File: src/rtl/sram_arb_pkg.sv
// rtl/sram_arb_pkg.sv - shared types and default widths for the frame-buffer sram arbiter
package sram_arb_pkg;

    localparam int DEF_DATA_WIDTH = 12;
    localparam int DEF_ADDR_WIDTH = 17;
    localparam int DEF_RAM_SIZE   = 76800;
    localparam int DEF_MAX_WAIT   = 8;

    typedef enum logic {
        IDLE,
        FILL
    } state_t;

    typedef enum logic [1:0] {
        SRC_NONE,
        SRC_A,
        SRC_B,
        SRC_FILL
    } src_t;

endpackage

File: src/rtl/sram_arbiter_if.sv
// rtl/sram_arbiter_if.sv - requester, fill-control and sram-side signals of the arbiter
interface sram_arbiter_if
    import sram_arb_pkg::*;
#(
    parameter int DATA_WIDTH = DEF_DATA_WIDTH,
    parameter int ADDR_WIDTH = DEF_ADDR_WIDTH
) ();

    logic                  a_req;
    logic [ADDR_WIDTH-1:0] a_addr;
    logic                  a_gnt;
    logic                  a_rvalid;
    logic [DATA_WIDTH-1:0] a_rdata;

    logic                  b_req;
    logic                  b_we;
    logic [ADDR_WIDTH-1:0] b_addr;
    logic [DATA_WIDTH-1:0] b_wdata;
    logic                  b_gnt;
    logic                  b_rvalid;
    logic [DATA_WIDTH-1:0] b_rdata;

    logic                  fill_start;
    logic [DATA_WIDTH-1:0] fill_value;
    logic                  fill_busy;
    logic                  fill_done;

    logic                  mem_en;
    logic                  mem_we;
    logic [ADDR_WIDTH-1:0] mem_addr;
    logic [DATA_WIDTH-1:0] mem_wdata;
    logic [DATA_WIDTH-1:0] mem_rdata;

    modport slave (
        input  a_req, a_addr, b_req, b_we, b_addr, b_wdata,
               fill_start, fill_value, mem_rdata,
        output a_gnt, a_rvalid, a_rdata, b_gnt, b_rvalid, b_rdata,
               fill_busy, fill_done, mem_en, mem_we, mem_addr, mem_wdata
    );

    modport master (
        output a_req, a_addr, b_req, b_we, b_addr, b_wdata,
               fill_start, fill_value, mem_rdata,
        input  a_gnt, a_rvalid, a_rdata, b_gnt, b_rvalid, b_rdata,
               fill_busy, fill_done, mem_en, mem_we, mem_addr, mem_wdata
    );

endinterface

File: src/rtl/sram_fill_engine.sv
// rtl/sram_fill_engine.sv - whole-buffer clear: owns the IDLE/FILL state, pointer and colour
module sram_fill_engine
    import sram_arb_pkg::*;
#(
    parameter int DATA_WIDTH = DEF_DATA_WIDTH,
    parameter int ADDR_WIDTH = DEF_ADDR_WIDTH,
    parameter int RAM_SIZE   = DEF_RAM_SIZE
) (
    input  logic                  clk,
    input  logic                  reset_n,
    input  logic                  start,
    input  logic [DATA_WIDTH-1:0] value,
    input  logic                  step,
    output state_t                state,
    output logic [ADDR_WIDTH-1:0] ptr,
    output logic [DATA_WIDTH-1:0] color,
    output logic                  busy,
    output logic                  done
);

    // step is only asserted by the arbiter while in FILL; start is ignored once busy
    always_ff @(posedge clk or negedge reset_n) begin
        if (!reset_n) begin
            state <= IDLE;
            ptr   <= '0;
            color <= '0;
            busy  <= 1'b0;
            done  <= 1'b0;
        end else begin
            done <= 1'b0;
            case (state)
                IDLE: begin
                    if (start) begin
                        state <= FILL;
                        busy  <= 1'b1;
                        ptr   <= '0;
                        color <= value;
                    end
                end
                FILL: begin
                    if (step) begin
                        if (ptr == ADDR_WIDTH'(RAM_SIZE - 1)) begin
                            state <= IDLE;
                            busy  <= 1'b0;
                            done  <= 1'b1;
                        end else begin
                            ptr <= ptr + 1'b1;
                        end
                    end
                end
                default: state <= IDLE;
            endcase
        end
    end

endmodule

File: src/rtl/sram_arbiter.sv
// rtl/sram_arbiter.sv - shares the single-port frame-buffer sram between scan-out, draw logic and fill
module sram_arbiter
    import sram_arb_pkg::*;
#(
    parameter int DATA_WIDTH = DEF_DATA_WIDTH,
    parameter int ADDR_WIDTH = DEF_ADDR_WIDTH,
    parameter int RAM_SIZE   = DEF_RAM_SIZE,
    parameter int MAX_WAIT   = DEF_MAX_WAIT
) (
    input logic           clk,
    input logic           reset_n,
    sram_arbiter_if.slave bus
);

    localparam int WAIT_W = $clog2(MAX_WAIT + 1);

    state_t                state;
    src_t                  src;
    logic [WAIT_W-1:0]     wait_cnt;
    logic                  starve;
    logic                  fill_step;
    logic [ADDR_WIDTH-1:0] fill_ptr;
    logic [DATA_WIDTH-1:0] fill_color;
    logic                  fill_busy;
    logic                  fill_done;
    logic                  a_rvalid_q, b_rvalid_q;
    logic                  a_oor_q, b_oor_q;
    logic [DATA_WIDTH-1:0] a_hold, b_hold;
    logic [DATA_WIDTH-1:0] a_rdata, b_rdata;

    function automatic logic in_range(input logic [ADDR_WIDTH-1:0] addr);
        return addr < ADDR_WIDTH'(RAM_SIZE);
    endfunction

    assign starve = (wait_cnt == WAIT_W'(MAX_WAIT));

    always_comb begin
        src = SRC_NONE;
        if (!reset_n) begin
            src = SRC_NONE;
        end else if (state == FILL) begin
            src = bus.a_req ? SRC_A : SRC_FILL;
        end else if (bus.b_req && (starve || !bus.a_req)) begin
            src = SRC_B;
        end else if (bus.a_req) begin
            src = SRC_A;
        end
    end

    assign fill_step = (src == SRC_FILL);
    assign bus.a_gnt = (src == SRC_A);
    assign bus.b_gnt = (src == SRC_B);

    // Out-of-range requests are granted but never reach the sram
    always_comb begin
        bus.mem_en    = 1'b0;
        bus.mem_we    = 1'b0;
        bus.mem_addr  = '0;
        bus.mem_wdata = '0;
        case (src)
            SRC_A: begin
                bus.mem_en   = in_range(bus.a_addr);
                bus.mem_addr = bus.a_addr;
            end
            SRC_B: begin
                bus.mem_en    = in_range(bus.b_addr);
                bus.mem_we    = bus.b_we && in_range(bus.b_addr);
                bus.mem_addr  = bus.b_addr;
                bus.mem_wdata = bus.b_wdata;
            end
            SRC_FILL: begin
                bus.mem_en    = 1'b1;
                bus.mem_we    = 1'b1;
                bus.mem_addr  = fill_ptr;
                bus.mem_wdata = fill_color;
            end
            default: ;
        endcase
    end

    // The sram registers its output, so rdata is taken straight from mem_rdata in the valid cycle
    assign a_rdata = a_rvalid_q ? (a_oor_q ? '0 : bus.mem_rdata) : a_hold;
    assign b_rdata = b_rvalid_q ? (b_oor_q ? '0 : bus.mem_rdata) : b_hold;

    always_ff @(posedge clk or negedge reset_n) begin
        if (!reset_n) begin
            a_rvalid_q <= 1'b0;
            b_rvalid_q <= 1'b0;
            a_oor_q    <= 1'b0;
            b_oor_q    <= 1'b0;
            a_hold     <= '0;
            b_hold     <= '0;
            wait_cnt   <= '0;
        end else begin
            a_rvalid_q <= bus.a_gnt;
            a_oor_q    <= !in_range(bus.a_addr);
            b_rvalid_q <= bus.b_gnt && !bus.b_we;
            b_oor_q    <= !in_range(bus.b_addr);
            if (a_rvalid_q) a_hold <= a_rdata;
            if (b_rvalid_q) b_hold <= b_rdata;
            if (state == IDLE) begin
                if (!bus.b_req || bus.b_gnt) begin
                    wait_cnt <= '0;
                end else if (!starve) begin
                    wait_cnt <= wait_cnt + 1'b1;
                end
            end
        end
    end

    assign bus.a_rvalid  = a_rvalid_q;
    assign bus.b_rvalid  = b_rvalid_q;
    assign bus.a_rdata   = a_rdata;
    assign bus.b_rdata   = b_rdata;
    assign bus.fill_busy = fill_busy;
    assign bus.fill_done = fill_done;

    sram_fill_engine #(
        .DATA_WIDTH(DATA_WIDTH),
        .ADDR_WIDTH(ADDR_WIDTH),
        .RAM_SIZE  (RAM_SIZE)
    ) u_fill (
        .clk    (clk),
        .reset_n(reset_n),
        .start  (bus.fill_start),
        .value  (bus.fill_value),
        .step   (fill_step),
        .state  (state),
        .ptr    (fill_ptr),
        .color  (fill_color),
        .busy   (fill_busy),
        .done   (fill_done)
    );

endmodule

File: src/flat_wrapper.sv
// flat-port wrapper written by rule: the top's interface ports become plain ports
module sram_arbiter_flat import sram_arb_pkg::*;
#(
    parameter int DATA_WIDTH = DEF_DATA_WIDTH,
    parameter int ADDR_WIDTH = DEF_ADDR_WIDTH,
    parameter int RAM_SIZE   = DEF_RAM_SIZE,
    parameter int MAX_WAIT   = DEF_MAX_WAIT
)
  (clk, reset_n, bus_a_req, bus_a_addr, bus_b_req, bus_b_we, bus_b_addr, bus_b_wdata, bus_fill_start, bus_fill_value, bus_mem_rdata, bus_a_gnt, bus_a_rvalid, bus_a_rdata, bus_b_gnt, bus_b_rvalid, bus_b_rdata, bus_fill_busy, bus_fill_done, bus_mem_en, bus_mem_we, bus_mem_addr, bus_mem_wdata);
  sram_arbiter_if #(.DATA_WIDTH(DATA_WIDTH), .ADDR_WIDTH(ADDR_WIDTH)) bus_i ();
  input logic clk;
  input logic reset_n;
  input wire logic [$bits(bus_i.a_req)-1:0] bus_a_req;
  input wire logic [$bits(bus_i.a_addr)-1:0] bus_a_addr;
  input wire logic [$bits(bus_i.b_req)-1:0] bus_b_req;
  input wire logic [$bits(bus_i.b_we)-1:0] bus_b_we;
  input wire logic [$bits(bus_i.b_addr)-1:0] bus_b_addr;
  input wire logic [$bits(bus_i.b_wdata)-1:0] bus_b_wdata;
  input wire logic [$bits(bus_i.fill_start)-1:0] bus_fill_start;
  input wire logic [$bits(bus_i.fill_value)-1:0] bus_fill_value;
  input wire logic [$bits(bus_i.mem_rdata)-1:0] bus_mem_rdata;
  output wire logic [$bits(bus_i.a_gnt)-1:0] bus_a_gnt;
  output wire logic [$bits(bus_i.a_rvalid)-1:0] bus_a_rvalid;
  output wire logic [$bits(bus_i.a_rdata)-1:0] bus_a_rdata;
  output wire logic [$bits(bus_i.b_gnt)-1:0] bus_b_gnt;
  output wire logic [$bits(bus_i.b_rvalid)-1:0] bus_b_rvalid;
  output wire logic [$bits(bus_i.b_rdata)-1:0] bus_b_rdata;
  output wire logic [$bits(bus_i.fill_busy)-1:0] bus_fill_busy;
  output wire logic [$bits(bus_i.fill_done)-1:0] bus_fill_done;
  output wire logic [$bits(bus_i.mem_en)-1:0] bus_mem_en;
  output wire logic [$bits(bus_i.mem_we)-1:0] bus_mem_we;
  output wire logic [$bits(bus_i.mem_addr)-1:0] bus_mem_addr;
  output wire logic [$bits(bus_i.mem_wdata)-1:0] bus_mem_wdata;
  assign bus_i.a_req = bus_a_req;
  assign bus_i.a_addr = bus_a_addr;
  assign bus_i.b_req = bus_b_req;
  assign bus_i.b_we = bus_b_we;
  assign bus_i.b_addr = bus_b_addr;
  assign bus_i.b_wdata = bus_b_wdata;
  assign bus_i.fill_start = bus_fill_start;
  assign bus_i.fill_value = bus_fill_value;
  assign bus_i.mem_rdata = bus_mem_rdata;
  assign bus_a_gnt = bus_i.a_gnt;
  assign bus_a_rvalid = bus_i.a_rvalid;
  assign bus_a_rdata = bus_i.a_rdata;
  assign bus_b_gnt = bus_i.b_gnt;
  assign bus_b_rvalid = bus_i.b_rvalid;
  assign bus_b_rdata = bus_i.b_rdata;
  assign bus_fill_busy = bus_i.fill_busy;
  assign bus_fill_done = bus_i.fill_done;
  assign bus_mem_en = bus_i.mem_en;
  assign bus_mem_we = bus_i.mem_we;
  assign bus_mem_addr = bus_i.mem_addr;
  assign bus_mem_wdata = bus_i.mem_wdata;
  sram_arbiter #(.DATA_WIDTH(DATA_WIDTH), .ADDR_WIDTH(ADDR_WIDTH), .RAM_SIZE(RAM_SIZE), .MAX_WAIT(MAX_WAIT)) u_core (.clk(clk), .reset_n(reset_n), .bus(bus_i));
endmodule
File: config.mk
export PLATFORM = sky130hd
export DESIGN_NAME = sram_arbiter_flat
export DESIGN_NICKNAME = d
export VERILOG_FILES = /design/src/rtl/sram_arb_pkg.sv /design/src/rtl/sram_arbiter_if.sv /design/src/rtl/sram_fill_engine.sv /design/src/rtl/sram_arbiter.sv /design/src/flat_wrapper.sv
export SDC_FILE = /design/constraint.sdc
export NUM_CORES = 1
export LEC_CHECK = 0
export BUFFER_PORTS_ARGS = -buffer_cell sky130_fd_sc_hd__buf_2
export CAP_MARGIN = 20
export CELL_PAD_IN_SITES_DETAIL_PLACEMENT = 0
export CELL_PAD_IN_SITES_GLOBAL_PLACEMENT = 1
export CORE_MARGIN = 5
export CORE_UTILIZATION = 36
export CTS_CLUSTER_SIZE = 12
export DETAILED_ROUTE_END_ITERATION = 6
export PLACE_DENSITY_LB_ADDON = 0.1
export SLEW_MARGIN = 25
export SYNTH_ARGS = -nofsm -noshare
export SYNTH_HDL_FRONTEND = slang
export SYNTH_SLANG_ARGS = --single-unit
File: constraint.sdc
create_clock -name clk -period 2.9 [get_ports clk]
set_clock_uncertainty 0.2 [all_clocks]
set_input_delay 0.145 -clock clk [delete_from_list [all_inputs] [get_ports clk]]
set_output_delay 0.145 -clock clk [all_outputs]
set_load 0.01 [all_outputs]
Word level (Yosys, flattened, before mapping)
Cells that the tools add are included.
{"block": "word_totals", "output_inout_bits": 61, "register_bits": 64, "inputBits": 76, "word_cells": 71}
{"block": "op_classes", "n_bitwise": 1, "n_lt_le_gt_ge": 2, "muxes": 30, "eq_ne": 10, "n_addsub": 2, "reduce_logical": 14}
{"operator": "$mux 17", "count": 3}
{"operator": "$pmux 17 s3", "count": 1}
{"operator": "$mux 12", "count": 4}
{"operator": "$lt 17x17->1 const B", "count": 2}
{"operator": "$pmux 17 s2", "count": 1}
{"operator": "$pmux 12 s2", "count": 1}
{"operator": "$add 17x1->17 const B", "count": 1}
{"operator": "$eq 17x17->1 const B", "count": 1}
{"operator": "$mux 1", "count": 10}
{"operator": "$mux 2", "count": 4}
{"operator": "$mux 4", "count": 2}
{"operator": "$ne 2x2->1 const B", "count": 3}
{"operator": "$pmux 1 s2", "count": 3}
{"operator": "$reduce_and 3->1", "count": 2}
{"operator": "$logic_not 1->1", "count": 5}
{"operator": "$add 4x1->4 const B", "count": 1}
{"operator": "$eq 2x2->1 const B", "count": 2}
{"operator": "$eq 4x4->1 const B", "count": 1}
{"operator": "$ne 2x1->1 const B", "count": 2}
{"operator": "$reduce_and 2->1", "count": 2}
{"operator": "$logic_and 1x1->1", "count": 3}
{"operator": "$pmux 1 s3", "count": 1}
{"operator": "$eq 2x1->1 const B", "count": 1}
{"operator": "$logic_or 1x1->1", "count": 2}
{"operator": "$not 1->1", "count": 1}

Depth between registers and ports, before layout
Gate-level depths: netlist (run 1).
{"block": "depth", "depth_word": 10, "mapped_depth": 9, "mapped_depth_nobuf": 6}

By module
From an unflattened synthesis (run 1), not the netlist that was laid out.
{"block": "unflattened", "hier_cells": 426, "area_unflattened_um2": 3662.3}
{"mod": "sram_arbiter", "area_per_inst_um2": 2129.5, "instances": 1, "seq_area_each_um2": 800.8, "cells_per_inst": 265}
{"mod": "sram_fill_engine", "area_per_inst_um2": 1532.7, "instances": 1, "seq_area_each_um2": 800.8, "cells_per_inst": 161}

Least setup slack after synthesis (run 1)
No wires, ideal clock.
{"block": "synth_timing", "kind": "reg2out", "start": "register u_core.wait_cnt[0]", "end": "output port bus_mem_addr[7]", "path_slack_ns": 0.798, "arrival_ns": 1.757, "stages_incl_launch_ff": 9, "n_path_buf": 2, "cell_sequence": "dfrtp_1 > inv_1 > ha_1 > nand3b_1 > o221a_1 > buf_2 > and2_1 > buf_6 > a221o_1"}
{"block": "synth_via", "elab_chain_len": 8}
{"item": "start: declaration", "line": "sram_arbiter.sv:19", "text": "logic [WAIT_W-1:0] wait_cnt;"}
{"item": "start signal: assignment", "line": "sram_arbiter.sv:105", "text": "wait_cnt <= wait_cnt + 1'b1;"}
{"item": "$eq 4x4->1 (*)", "line": "sram_arbiter.sv:35", "text": "assign starve = (wait_cnt == WAIT_W'(MAX_WAIT));"}
{"item": "$logic_or 1x1->1 (*)", "line": "sram_arbiter.sv:43", "text": "end else if (bus.b_req && (starve || !bus.a_req)) begin"}
{"item": "$logic_and 1x1->1 (*)", "line": "sram_arbiter.sv:43"}
{"item": "$mux 2 (*)", "line": "sram_arbiter.sv:43"}
{"item": "$mux 2 (*)", "line": "sram_arbiter.sv:41", "text": "end else if (state == FILL) begin"}
{"item": "$mux 2 (*)", "line": "sram_arbiter.sv:39", "text": "if (!reset_n) begin"}
{"item": "$eq 2x2->1 or $eq 2x1->1 (tied branches)", "line": "sram_arbiter.sv:60", "text": "case (src)"}
{"item": "$pmux 17 s3 (*)", "line": "sram_arbiter.sv:60"}
{"item": "end: declaration", "line": "flat_wrapper.sv:32", "text": "output wire logic [$bits(bus_i.mem_addr)-1:0] bus_mem_addr;"}
Mark *: on every way between the ends. The rest lies on a longest branch, timed or not.

Worst setup path after layout (run 1)
{"block": "layout_timing", "start": "register u_core.wait_cnt[0]", "end": "output port bus_mem_addr[6]"}
The elaborated chain is that of the path after synthesis.

==> results of run 1 <==
-- worst max-delay path: stages (launching register included) --
cell and delay (ps):
dfrtp_1 420, inv_1 80, ha_1 180, nand3b_1 190, o221ai_4 200, buf_4 390, mux2i_1 230, o2bb2ai_1 100
buf_2 150
-- logic make-up after synthesis --
group                      count (synthesis)  share of synthesized area (%)
and+or+nand+nor                          176                          23.65
AOI/OAI and AO/OA                        128                          21.74
buffers and inverters                     64                          6.911
DFF                                       64                          41.53
muxes                                     20                          5.191
adders and majority gates                  3                         0.9735
-- layout by cell type, fill, tap and decap left out, types with 4 or more instances in the layout --
cell and count:
a21oi_1 17, clkbuf_8 10, nor2_1 9, mux2i_1 20, o311ai_0 4, nor2b_1 5
o21ai_0 57, nand2_1 87, nor4_1 5, nand4_1 5, buf_2 135, nand3b_1 14
dfrtp_1 64, o2bb2ai_1 17, nor3_1 9, o211ai_1 4, buf_4 11, dlygate4sd3_1 33
inv_1 35, nand3_1 12
-- what timing repair did --
item | in CTS | in global routing
gates resized for setup | 0 | 2
endpoints found under the setup margin | 0 | 6
hold endpoints to repair | 64 | 0
hold buffers | 33 | 0
-- layout make-up --
| cell class | count | share of cell area [%] |
|---|---|---|
| Multi-Input combinational cell | 327 | 38.46 |
| Sequential cell | 64 | 30.69 |
| Timing Repair Buffer | 179 | 20.86 |
| Tap cell | 136 | 3.261 |
| Clock buffer | 10 | 2.637 |
| Inverter | 35 | 2.517 |
| Clock inverter | 6 | 1.582 |
-- sequential cells by signal (all words and copies together) (netlist names) --
name / count
u_core.a_oor_q: 1
u_core.b_oor_q: 1
u_core.u_fill.state: 1
u_core.wait_cnt: 4
u_core.u_fill.done: 1
u_core.bus.a_rvalid: 1
u_core.bus.b_rvalid: 1
u_core.a_hold: 12
u_core.b_hold: 12
u_core.u_fill.color: 12
u_core.u_fill.busy: 1
u_core.u_fill.ptr: 17
-- final timing paths --
kind | start | slack, ps | end
max in group asynchronous | reset_n | 1480 | u_core.u_fill.color[5]$_DFFE_PN0P_
min reg2reg | u_core.u_fill.color[4]$_DFFE_PN0P_ | 270 | u_core.u_fill.color[4]$_DFFE_PN0P_
max reg2reg | u_core.u_fill.ptr[0]$_DFFE_PN0P_ | 550 | u_core.u_fill.ptr[14]$_DFFE_PN0P_
min | reset_n | 80 | u_core.u_fill.state$_DFF_PN0_
min in group clk | bus_a_req | 150 | u_core.wait_cnt[0]$_DFFE_PN0P_
max | u_core.wait_cnt[0]$_DFFE_PN0P_ | 240 | bus_mem_addr[6]
-- power by group --
group          total (uW)  internal (uW)  switching, uW  leakage (uW)
registers            1070            980           93.3      0.000731
logic                 622            273            349       0.00170
clock network         858            502            356      0.000112
total                2550           1760            798       0.00254
-- stage by stage --
step / worst slack, ps / total power [uW] / hold WS (ps) / cells
after floorplan: 798.3 / 1426 / -350.6 / 455
after global placement: 533.6 / 1672 / -101.4 / 708
after detailed placement: 467.2 / 1680 / -97.14 / 708
after CTS: 75.76 / 2586 / 74.26 / 757
after global routing: 49.11 / 2708 / 101.4 / 757
final: 244.4 / 2554 / 80.73 / 757
-- per-layer routing --
layer  vias to the layer above  share of wire, %  wire, um
met5                         -                 0         0
met4                         0               1.5       179
met3                        17               6.6       813
met2                       131                46      5589
met1                      1800                46      5670
li1                       1939                 -         -
==> impl_metrics.yaml, run 1 <==
setup_path:
  path_class: "reg -> out"
  worstPathMaxFanout: 28
  end_kind: "output port"
  cp.required_ps: 2560
  ff2ff_path_depth: 5
  crit_path_start_kind: "flip-flop"
  critPathArrivalTime_ps: 2310
final_layout:
  regArea_sq_um: 1602
  nFillCells: 1044
  multi_input_area_sq_um: 2007
  stdcell_area_sq_um: 5219
  postLayoutCoreUtil_pct: 50.33
  final_nets: 695
  drive_above_1_share_pct: 28.18
  syn_to_final_growth_pct: 35.33
  antenna_cells: 0
yosys:
  synth.distinct_cells: 58
  syn_area_sq_um: 3856
  ys.flop_type: "dfrtp_1"
  ys_async_sr_fraction_pct: 100.0
  yosysTopAreaCellShare_pct: 41.53
  synth_warnings: 0
  synthesis.nets: 534
  synthCells: 455
  ys_seq_area_share_pct: 41.53
  synth-seq-cells: 64
  synth_edf_count: 0
  post-synth-top-area-cell: "dfrtp_1"
  synth_commonest_cells: "nand2_1, dfrtp_1, o21ai_0"
  syn_avg_cell_area_sq_um: 8.475
  post-synth-top-count-cell: "nand2_1"
  synthTopCellsByArea: "dfrtp_1, nand2_1, o21ai_0, mux2i_1, o2bb2ai_1"
detailed_routing:
  wire_per_inst_um: 16.18
  dr.pass1.iters: 5
  drt_iter0_markers: 215
  remaining_drc_errors: 0
  ant_nets: 0
  vias_per_cell: 5.135
  vias: 3887
  wirelength_mm: 12.25
global_routing:
  grt_pass1_vias: 3819
  grt_util_all_layers_pct: 19.25
  grt_antenna_before_repair: 0
  grtUsageMet2_pct: 31.13
  gr-total-overflow: 0
  grtUsageMet3_pct: 3.926
  grt_max_degree: 48
  grtUsageMet1_pct: 25.63
  busiest_layer: "met2"
  grt_pass1_wl_mm: 19.71
sta:
  period_share_pct: 91.57
  max-slew-margin-rel_pct: 45.60
  hold_violations: 0
  tightest_slew_ps: 816.0
  setup_viol: 0
  period_needed_ps: 2656
  rsz0062_at_grt: "false"
  setup_tns_ps: 0
  fmax_mhz: 376.6
  drv_slew: 0
placed_design:
  place_area_sq_um: 4667
  place_congestion: 0.8531
  portBuffers: 136
  dp_hpwl_mm: 9.015
power_and_ir_drop:
  vdd_drop_max_mv: 0.1663
  cellPowerDensity_nw_per_um2: 489.3
  p_leak_uw: 0.002540
floorplan:
  num_rows: 37
  fp.dieW_um: 113.5
  start_util_pct: 37.19
  die_h_um: 113.5
  io_pins: 137
  core_area_sq_um: 10370
  dieArea_sq_um: 12880
cts:
  ctsHtreeMaxLevel: 3
  clk_latency_ps: 350
  cts_buffers: 9
  post_cts_buffers: 0
  clockBufferDepth: 2
  clock-root-buffer: "clkbuf_8"
  numClockSinks: 64
  clk_pin_slew_ps: 70
  cts_tree: "yes"
job:
  cap_viol_max_count: 0
hold_path:
  holdCritPathClass: "in -> async"
outcome:
  status: "complete, no violations"
(Power assumes the default switching activity.)
==> inputs of run 2 (changes only) <==
==> constraint.sdc (replaced) <==
create_clock -name clk -period 2.9 [get_ports clk]
set_clock_uncertainty 0.2 [all_clocks]
set_input_delay 0.145 -clock clk [delete_from_list [all_inputs] [get_ports clk]]
set_output_delay 0.145 -clock clk [all_outputs]
set_load 0.05 [all_outputs]
==> impl_metrics.yaml, run 2 (same netlist as run 1, synthesis figures left out) <==
global_routing:
  grt_util_all_layers_pct: 19.09
  gr-total-overflow: 0
  grt_pass1_wl_mm: 19.57
  grt_antenna_before_repair: 0
  grt_max_degree: 49
  grt_pass1_vias: 3906
placed_design:
  portBuffers: 136
  place_congestion: 0.8675
  dp_hpwl_mm: 9.094
power_and_ir_drop:
  p_sw_share_pct: 37.06
  vdd_drop_max_mv: 0.2428
  internal-power_uw: 1668
  cellPowerDensity_nw_per_um2: 509.6
  p_leak_uw: 0.002535
  seq_power_share_pct: 40.6
  pwr-share-comb_pct: 31.0
  power_frac_clock_pct: 28.4
  p_switching_uw: 982.3
  power_uw: 2650
detailed_routing:
  vias: 3864
  remaining_drc_errors: 0
  vias_per_cell: 5.104
  dr.pass1.iters: 4
  ant_nets: 0
  wire_per_inst_um: 16.06
  drt_iter0_markers: 205
  wirelength_mm: 12.16
floorplan:
  die_h_um: 113.5
  start_util_pct: 37.19
  num_rows: 37
  io_pins: 137
  core_area_sq_um: 10370
  dieArea_sq_um: 12880
  fp.dieW_um: 113.5
cts:
  clock-root-buffer: "clkbuf_8"
  clk_latency_ps: 340
  cts_tree: "yes"
  clk_pin_slew_ps: 70
  numClockSinks: 64
  ctsHtreeMaxLevel: 3
  clockBufferDepth: 2
  cts_buffers: 9
sta:
  fmax_mhz: 370.9
  setup_tns_ps: 0
  hold_violations: 0
  rsz0062_at_grt: "false"
  period_share_pct: 92.96
  max-slew-margin-rel_pct: 40.27
  tightest_slew_ps: 896.0
  drv_slew: 0
  period_needed_ps: 2696
  setup_viol: 0
  hold_ws_ps: 116.5
final_layout:
  max_flop_register: "u_core.u_fill.ptr"
  largest_reg_flops: 17
  antenna_cells: 0
  final_common_cell: "buf_2"
  final_nets: 696
  drive_above_1_share_pct: 28.02
  syn_to_final_growth_pct: 34.88
  postLayoutCoreUtil_pct: 50.16
  nFillCells: 1030
  layout_common_cells: "buf_2, nand2_1, dfrtp_1, o21ai_0, inv_1"
setup_path:
  cp.required_ps: 2560
  ff2ff_path_depth: 5
  path_class: "reg -> out"
  end_kind: "output port"
  crit_path_start_kind: "flip-flop"
  rr_startpoint: "u_core.u_fill.ptr[0]$_DFFE_PN0P_"
  r2r_end: "u_core.u_fill.ptr[14]$_DFFE_PN0P_"
  critPathArrivalTime_ps: 2350
  r2r_setup_slack_ps: 560
  worstPathMaxFanout: 10
job:
  cap_viol_max_count: 0
outcome:
  status: "complete, no violations"
hold_path:
  holdCritPathClass: "in -> async"
[run 2: changes by cell type in the layout (fill, tap and decap cells not counted)]
cell	change
bufinv_16	-1
and2_4	+1
and2_2	-1
buf_6	+2
buf_4	-1
clkinvlp_4	-1
clkbuf_1	+1
[run 2: timing repair]
item                                    in CTS  in global routing
buffers inserted                             0                  0
endpoints found under the setup margin       9                  4
hold buffers                                33                  0
resized for setup                            1                  3
endpoints found under the hold margin       65                  0
[run 2: worst max-delay path, stage by stage, from the launching register on]
cell and delay [ps]:
dfrtp_1 410, inv_1 60, ha_1 220, and4bb_2 240
o221ai_2 200, and2_4 270, buf_4 200, o2bb2ai_1 120
buf_2 280
[run 2: per-layer routing]
metal	up-vias	track usage, %	share of wire [%]
met3	17	3.979	5.7
met4	0	6.250	1.7
met2	118	32.51	48
met1	1788	24.14	45
li1	1941	-	-
met5	-	0	0
[run 2: power by group through the flow]
stage	registers, uW	clock network, uW	logic, uW
6_report	1080	752	823
5_1_grt	1090	812	901
4_1_cts	1080	777	828
3_5_place_dp	1090	0	790
3_3_place_gp	1090	0	783
2_1_floorplan	1050	0	571
[run 2: worst max-delay path by stage]
stage	start	to	slack (ps)	cells past startpoint
floorplan	u_core.wait_cnt[0]$_DFFE_PN0P_	bus_mem_addr[16]	170	6
global placement	u_core.wait_cnt[0]$_DFFE_PN0P_	bus_mem_addr[5]	430	8
detailed placement	u_core.wait_cnt[0]$_DFFE_PN0P_	bus_mem_addr[11]	360	8
CTS	reset_n	bus_b_gnt	40	6
global route	u_core.wait_cnt[0]$_DFFE_PN0P_	bus_mem_addr[7]	30	8
finish	u_core.wait_cnt[0]$_DFFE_PN0P_	bus_mem_addr[11]	200	8
[run 2: per-stage QoR]
stage	area, sq um	std cells	setup slack [ps]
after floorplan	3856	455	171.4
after global placement	4674	709	428.5
after detailed placement	4674	709	363.0
after CTS	5192	757	35.56
after global routing	5201	757	28.30
final	5201	757	204.2
[run 2: area by class of cell]
class                           count  area, sq um  area share (%)
Multi-Input combinational cell    327         2008           38.61
Sequential cell                    64         1602           30.79
Inverter                           35        131.4           2.526
Clock buffer                       11        141.4           2.718
Timing Repair Buffer              180         1104           21.22
Clock inverter                      4        45.04          0.8660
Tap cell                          136        170.2           3.272
